File: src/rtl/key_strobe.sv
`default_nettype none
// ============================================================================
//  Module   : key_strobe
//  Purpose  : Key conditioning stage. Synchronises a raw asynchronous key
//             line, debounces it, and emits clean single-cycle strobes: one
//             per press, plus optional auto-repeat strobes while held.
//  Ports    : CLKB  - clock, all logic on the rising edge
//             rst_n - synchronous active-low reset
//             en    - strobe enable; low forces sig=0 and the FSM to IDLE
//             btn   - raw asynchronous key input
//             sig   - registered single-cycle strobe
//             level - registered debounced key level
//             held  - registered, high while the repeat FSM is in REPEAT
//  Revision : 1.0 - initial release
// ============================================================================
module key_strobe #(
    parameter int STABLE        = 4,
    parameter int REPEAT_EN     = 1,
    parameter int REPEAT_DELAY  = 16,
    parameter int REPEAT_PERIOD = 8
) (
    input  logic CLKB,
    input  logic rst_n,
    input  logic en,
    input  logic btn,
    output logic sig,
    output logic level,
    output logic held
);

    // Counter widths: db_cnt holds STABLE-1, rp_cnt holds max(delay,period)-1.
    localparam int c_DB_W   = (STABLE > 1) ? $clog2(STABLE) : 1;
    localparam int c_RP_MAX = (REPEAT_DELAY > REPEAT_PERIOD) ? REPEAT_DELAY : REPEAT_PERIOD;
    localparam int c_RP_W   = (c_RP_MAX > 1) ? $clog2(c_RP_MAX) : 1;

    localparam logic [c_DB_W-1:0] c_DB_LAST = c_DB_W'(STABLE - 1);
    localparam logic [c_DB_W-1:0] c_DB_ONE  = c_DB_W'(1);
    localparam logic [c_DB_W-1:0] c_DB_ZERO = '0;

    localparam logic [c_RP_W-1:0] c_RP_DLY_LAST = c_RP_W'(REPEAT_DELAY - 1);
    localparam logic [c_RP_W-1:0] c_RP_PER_LAST = c_RP_W'(REPEAT_PERIOD - 1);
    localparam logic [c_RP_W-1:0] c_RP_ONE      = c_RP_W'(1);
    localparam logic [c_RP_W-1:0] c_RP_ZERO     = '0;

    localparam logic c_RPT_ON = (REPEAT_EN != 0);

    localparam logic [1:0] c_IDLE   = 2'd0;
    localparam logic [1:0] c_DELAY  = 2'd1;
    localparam logic [1:0] c_REPEAT = 2'd2;

    logic              r_s1;
    logic              r_btn_s;
    logic              r_level;
    logic [c_DB_W-1:0] r_db_cnt;
    logic [1:0]        r_state;
    logic [c_RP_W-1:0] r_rp_cnt;
    logic              r_sig;
    logic              r_held;

    logic              w_rise;
    logic              w_press;
    logic [1:0]        w_nstate;
    logic [c_RP_W-1:0] w_nrp;
    logic              w_rp_strobe;

    // ------------------------------------------------------------------
    // Two-flop synchroniser; nothing else looks at btn.
    // ------------------------------------------------------------------
    always_ff @(posedge CLKB) begin
        if (!rst_n) begin
            r_s1    <= 1'b0;
            r_btn_s <= 1'b0;
        end else begin
            r_s1    <= btn;
            r_btn_s <= r_s1;
        end
    end

    // ------------------------------------------------------------------
    // Debounce: count consecutive mismatching samples, accept the new
    // level on the STABLE-th one. Any agreeing sample restarts the count,
    // so short glitches never reach the terminal value.
    // ------------------------------------------------------------------
    always_ff @(posedge CLKB) begin
        if (!rst_n) begin
            r_level  <= 1'b0;
            r_db_cnt <= c_DB_ZERO;
        end else if (r_btn_s == r_level) begin
            r_db_cnt <= c_DB_ZERO;
        end else if (r_db_cnt == c_DB_LAST) begin
            r_level  <= r_btn_s;
            r_db_cnt <= c_DB_ZERO;
        end else begin
            r_db_cnt <= r_db_cnt + c_DB_ONE;
        end
    end

    // Level is about to go 0->1 on this edge.
    assign w_rise  = (r_btn_s != r_level) && (r_db_cnt == c_DB_LAST) && r_btn_s;
    assign w_press = w_rise && en;

    // ------------------------------------------------------------------
    // Repeat FSM. A press takes priority over the abort check: a press
    // only happens while level is low, which would otherwise abort, so
    // a very fast re-press still restarts the repeat sequence.
    // ------------------------------------------------------------------
    always_comb begin
        w_nstate    = r_state;
        w_nrp       = r_rp_cnt;
        w_rp_strobe = 1'b0;
        case (r_state)
            c_IDLE: begin
                if (w_press && c_RPT_ON) begin
                    w_nstate = c_DELAY;
                    w_nrp    = c_RP_ZERO;
                end
            end
            c_DELAY: begin
                if (w_press && c_RPT_ON) begin
                    w_nstate = c_DELAY;
                    w_nrp    = c_RP_ZERO;
                end else if (!en || !r_level) begin
                    w_nstate = c_IDLE;
                    w_nrp    = c_RP_ZERO;
                end else if (r_rp_cnt == c_RP_DLY_LAST) begin
                    w_rp_strobe = 1'b1;
                    w_nstate    = c_REPEAT;
                    w_nrp       = c_RP_ZERO;
                end else begin
                    w_nrp = r_rp_cnt + c_RP_ONE;
                end
            end
            c_REPEAT: begin
                if (w_press && c_RPT_ON) begin
                    w_nstate = c_DELAY;
                    w_nrp    = c_RP_ZERO;
                end else if (!en || !r_level) begin
                    w_nstate = c_IDLE;
                    w_nrp    = c_RP_ZERO;
                end else if (r_rp_cnt == c_RP_PER_LAST) begin
                    w_rp_strobe = 1'b1;
                    w_nrp       = c_RP_ZERO;
                end else begin
                    w_nrp = r_rp_cnt + c_RP_ONE;
                end
            end
            default: begin
                w_nstate = c_IDLE;
                w_nrp    = c_RP_ZERO;
            end
        endcase
    end

    always_ff @(posedge CLKB) begin
        if (!rst_n) begin
            r_state  <= c_IDLE;
            r_rp_cnt <= c_RP_ZERO;
            r_sig    <= 1'b0;
            r_held   <= 1'b0;
        end else begin
            r_state  <= w_nstate;
            r_rp_cnt <= w_nrp;
            // Repeat strobes only occur with en high (en low aborts first).
            r_sig    <= w_press || w_rp_strobe;
            r_held   <= (w_nstate == c_REPEAT);
        end
    end

    assign sig   = r_sig;
    assign level = r_level;
    assign held  = r_held;

endmodule
`default_nettype wire

File: config.mk
export PLATFORM = sky130hd
export DESIGN_NAME = key_strobe
export DESIGN_NICKNAME = d
export VERILOG_FILES = /design/src/rtl/key_strobe.sv
export SDC_FILE = /design/constraint.sdc
export NUM_CORES = 1
export LEC_CHECK = 0
export BUFFER_PORTS_ARGS = -buffer_cell sky130_fd_sc_hd__buf_2
export CAP_MARGIN = 20
export CORE_AREA = 2 2 41 43
export CTS_CLUSTER_DIAMETER = 100
export CTS_CLUSTER_SIZE = 20
export DETAILED_ROUTE_END_ITERATION = 7
export DIE_AREA = 0 0 43 45
export PLACE_DENSITY = 0.68
export SLEW_MARGIN = 20
export SYNTH_ARGS = -nofsm -noshare
export SYNTH_HDL_FRONTEND = slang
export SYNTH_SLANG_ARGS = --single-unit
File: constraint.sdc
create_clock -name CLKB -period 1.47 [get_ports CLKB]
set_input_delay 0.3675 -clock CLKB [delete_from_list [all_inputs] [get_ports CLKB]]
set_output_delay 0.3675 -clock CLKB [all_outputs]
set_load 0.02 [all_outputs]
# Yosys cells after proc, flatten, opt, wreduce, memory -nomap -nowiden
# Cells that the tools add are included.
# Widths: inputs -> output; s select.
[classes]
addsub = 2
eq_ne = 9
n_mux = 22
bitwise = 2
reduce_logical = 10
[ops]
columns = ["op", "n"]
rows = [
  ["$mux 4", 7],
  ["$mux 2", 6],
  ["$pmux 4 s3", 1],
  ["$eq 2x2->1 const B", 3],
  ["$mux 1", 6],
  ["$pmux 2 s3", 1],
  ["$add 4x1->4 const B", 1],
  ["$eq 4x3->1 const B", 1],
  ["$eq 4x4->1 const B", 1],
  ["$logic_and 1x1->1", 3],
  ["$reduce_or 3->1", 1],
  ["$add 2x1->2 const B", 1],
  ["$eq 2x1->1 const B", 1],
  ["$logic_not 1->1", 2],
  ["$logic_not 2->1", 1],
  ["$logic_or 1x1->1", 2],
  ["$ne 2x2->1 const B", 1],
  ["$not 1->1", 2],
  ["$pmux 1 s2", 1],
  ["$reduce_and 2->1", 1],
  ["$eq 1x1->1", 1],
  ["$ne 1x1->1", 1],
]
[totals]
reg_bits = 13
inputBits = 4
out_inout_bits = 3

# Depth between registers and ports, before layout
[depth]
ltp_word = 7
mapped_depth = 6
mapped_depth_nobuf = 6

# Least setup slack after synthesis
# OpenSTA, ideal clock, no wires.
[synth_path]
path_type = "register to register"
start = "reg r_state[1]"
end = "reg r_state[0]"
arrival_ns = 1.308
setup_slack_ns = 0.046
path_stages_with_launch = 7
n_path_buf = 0
period_less_slack_ns = 1.424
cell_sequence = "dfxtp_1 -> inv_1 -> ha_1 -> nor2_1 -> o21ai_0 -> o21a_1 -> and2_2"
[synth_via]
elab_chain_len = 2
[synth_rtl]
columns = ["item", "line", "text"]
rows = [
  ["from (decl)", "55", "logic [1:0] r_state;"],
  ["from (signal assigned)", "156", "r_state <= c_IDLE;"],
  ["from (signal assigned)", "161", "r_state <= w_nstate;"],
  ["$eq 2x2->1, or another cell as far along", "111", "case (r_state)"],
  ["$pmux 2 s3 *", "111", ""],
]
# Mark *: on every way between the ends. The rest lies on a longest branch, timed or not.
# A chain may end at the register's enable or synchronous reset.

# Final worst setup path
# Ends and elaborated chain as after synthesis.

==> impl_metrics.py <==
metrics = {
    "outcome": {
        "status": "completed",
    },
    "power": {
        "p_per_area_nw_per_um2": 740.8,
        "power_frac_seq_pct": 59.1,
        "p_int_mw": 0.4696,
        "switching_share_pct": 22.42,
        "p_leak_nw": 0.3574,
        "p_switching_mw": 0.1357,
        "p_comb_share_pct": 2.7,
        "finalPower_mw": 0.6052,
        "power_frac_clock_pct": 38.2,
        "vdd_drop_max_v": 0.0004870,
    },
    "sta": {
        "fin_crit_sh_pct": 96.16,
        "fmax_mhz": 707.5,
        "hold_viol_final": 0,
        "rsz0062_at_grt": "yes",
        "fin_worst_skew_ps": 2.098,
        "setup_tns_ps": 0,
        "worst_slack_ps": 56.50,
        "period_minus_slack_ps": 1414,
        "setup_viol": 0,
        "max_slew_margin_pct": 84.75,
        "slew_viol_final": 0,
        "worst_slew_pin_slew_ps": 225.7,
    },
    "cells_and_area": {
        "fin_area_um2": 817.0,
        "layout.nets": 96,
        "drive_gt1_share_pct": 28.24,
        "n_antenna_cell": 0,
        "fin_cells": 101,
        "nFillCells": 145,
        "areaGrowthSynthToFinish_pct": 17.24,
    },
    "clocking": {
        "cts_hold_buf": 0,
        "post_cts_buffers": 0,
        "htreeDepth": 1,
        "clock_latency_ps": 280,
        "clk_pin_slew_ps": 80,
        "clock-sinks": 13,
        "cts_tree": "built",
        "root_buffer": "clkbuf_4",
        "clockBufferDepth": 2,
        "cts_buffers": 3,
    },
    "die": {
        "fp.dieArea_um2": 1935,
        "io-pin-count": 7,
        "die_h_um": 45,
        "core_um2": 1471,
        "start_util_pct": 47.36,
        "die_w_um": 43,
        "rows": 14,
    },
    "placed_design": {
        "gp_congestion": 0.8553,
        "dp_cells": 97,
        "portBuffers": 6,
        "dp_hpwl_um": 967.2,
        "dpl_cell_area_um2": 773.2,
        "dp_slack_ps": -29.51,
    },
    "yosys": {
        "ys_warn_count": 0,
        "syn_inst": 72,
        "syn_nets": 82,
        "syn_area_per_cell_um2": 9.679,
        "synth-seq-cells": 13,
        "yosysSeqAreaShare_pct": 37.34,
        "synth_area_um2": 696.9,
        "synthDistinctLibCells": 33,
    },
    "worst_setup_path": {
        "crit_path_start": "r_state[1]$_SDFF_PN0_",
        "critical_path.max_fanout": 4,
        "crit_type": "flop to flop",
        "start_kind": "flop",
        "critPathRequiredTime_ps": 1650,
        "end_kind": "flop",
        "critPathArrivalTime_ps": 1600,
        "r2r-start": "r_state[1]$_SDFF_PN0_",
    },
    "grt": {
        "grt_use_total_pct": 15.63,
        "grt_max_degree": 14,
        "grt_first_pass_wirelength_um": 2166,
        "grt_pass1_vias": 540,
        "grt_overflow": 0,
        "antenna_found_initial": 0,
    },
    "detailed_routing": {
        "vias": 559,
        "post-route-drc-count": 0,
        "drtIter0Drc": 7,
        "drt-total-wl_um": 1232,
        "viasPerCell": 5.535,
        "drt.antenna.violating_nets": 0,
        "drt_first_pass_iters": 4,
        "post_drt_wl_per_cell_um": 12.20,
    },
    "min_path": {
        "min_from": "btn",
        "min_path_type": "input port to flop",
    },
    "run": {
        "cap_violations": 0,
    },
}
==> cells in the mapped netlist, drive strengths merged <==
cell      n  share of area (%)
dfxtp    13                 37
ha        6                 11
and2      5                5.2
nor2      5                2.7
a21oi     3                2.2
inv       3                1.6
nand3     3                2.2
nor2b     3                2.7
nor3      3                2.2
o21ai     3                2.2
a21boi    2                2.2
a32oi     2                2.5
mux2i     2                2.9
nand2     2                1.1
nor4b     2                3.4
a211oi    1                1.1
a31oi     1               0.90
and3      1               0.90
and4b     1                1.4
clkbuf    1               0.54
nand3b    1                1.1
nand4     1               0.90
nand4b    1                3.4
nand4bb   1                1.6
nor3b     1                1.1
nor4bb    1                1.4
o211ai    1                1.1
o21a      1                1.1
o2bb2ai   1                1.3
xnor2     1                1.3
==> cell families (layout without fill, tap and decap cells) <==
group	Yosys count	count (layout)	synth area share, %
DFF	13	13	37.34
muxes	2	2	2.873
xor gates and xnor gates	1	1	1.257
buffers and inverters	4	17	2.154
and+or+nand+nor	31	31	31.24
adders and majority gates	6	6	10.77
AOI/OAI and AO/OA	15	15	14.36
==> worst paths after layout <==
| path | slack (ps) | cells after the start | end |
|---|---|---|---|
| setup / recovery | 60 | 6 | r_state[0]$_SDFF_PN0_ |
| hold / removal | 290 | 2 | r_s1$_SDFF_PN0_ |
| setup reg to reg | 60 | 6 | r_state[0]$_SDFF_PN0_ |
| hold reg to reg | 430 | 1 | r_db_cnt[0]$_SDFF_PP0_ |
==> metrics by stage <==
stage / util (%) / hold WS, ps
after floorplan: - / 406.0
after global placement: 52.55 / 417.6
after detailed placement: 52.55 / 422.9
after CTS: 54.59 / 291.5
after global routing: 55.53 / 306.2
final: 55.53 / 291.2
==> cell type report <==
| type | instances | area [µm²] | area share [%] |
|---|---|---|---|
| timing repair buffer | 10 | 60.06 | 7.351 |
| tap | 16 | 20.02 | 2.450 |
| inverter | 3 | 11.26 | 1.378 |
| multi-input combinational | 55 | 436.7 | 53.45 |
| sequential | 13 | 262.8 | 32.16 |
| clock buffer | 4 | 26.28 | 3.216 |
==> power groups by stage <==
stage	Combinational, mW	Sequential [mW]	Clock (mW)
3_5_place_dp	0.0166	0.366	0
2_1_floorplan	0.00932	0.366	0
4_1_cts	0.0167	0.358	0.235
5_1_grt	0.0187	0.358	0.248
6_report	0.0165	0.358	0.231
3_3_place_gp	0.0166	0.366	0
==> sequential cells by signal, summed over array words and instances (netlist names) <==
register / count
r_rp_cnt: 4
r_btn_s: 1
sig: 1
held: 1
r_db_cnt: 2
r_s1: 1
level: 1
r_state: 2
==> layer usage <==
layer / wire length (µm) / vias to the layer above / GRT usage [%]
met1: 596 / 258 / 17.57
met2: 568 / 5 / 26.36
met4: 44 / 0 / 12.73
met5: 0 / - / 0
met3: 23 / 5 / 2.400
li1: - / 291 / -
==> worst max-delay path: stages, from the launching register on <==
cell     delay [ps]
dfxtp_2         350
inv_1            60
ha_1            230
nor2_2          160
o21ai_0         110
o21a_1          220
and2_2          190
==> what timing repair did <==
action / in CTS / in global routing
gates resized for setup: 2 / 4
setup endpoints to repair: 2 / 6
pin swaps: 0 / 2
==> cell usage in the layout (no fill, tap or decap), drive strengths merged, types with 2 or more instances in the layout <==
cell	netlist	routed
ha	6	6
nor3	3	3
nor2	5	5
and2	5	5
nand3	3	3
nor4b	2	2
nor2b	3	3
nand2	2	2
o21ai	3	3
a21oi	3	3
dfxtp	13	13
inv	3	3
a32oi	2	2
mux2i	2	2
a21boi	2	2
buf	0	10
clkbuf	1	4
Power figures use the tool's default switching activity.
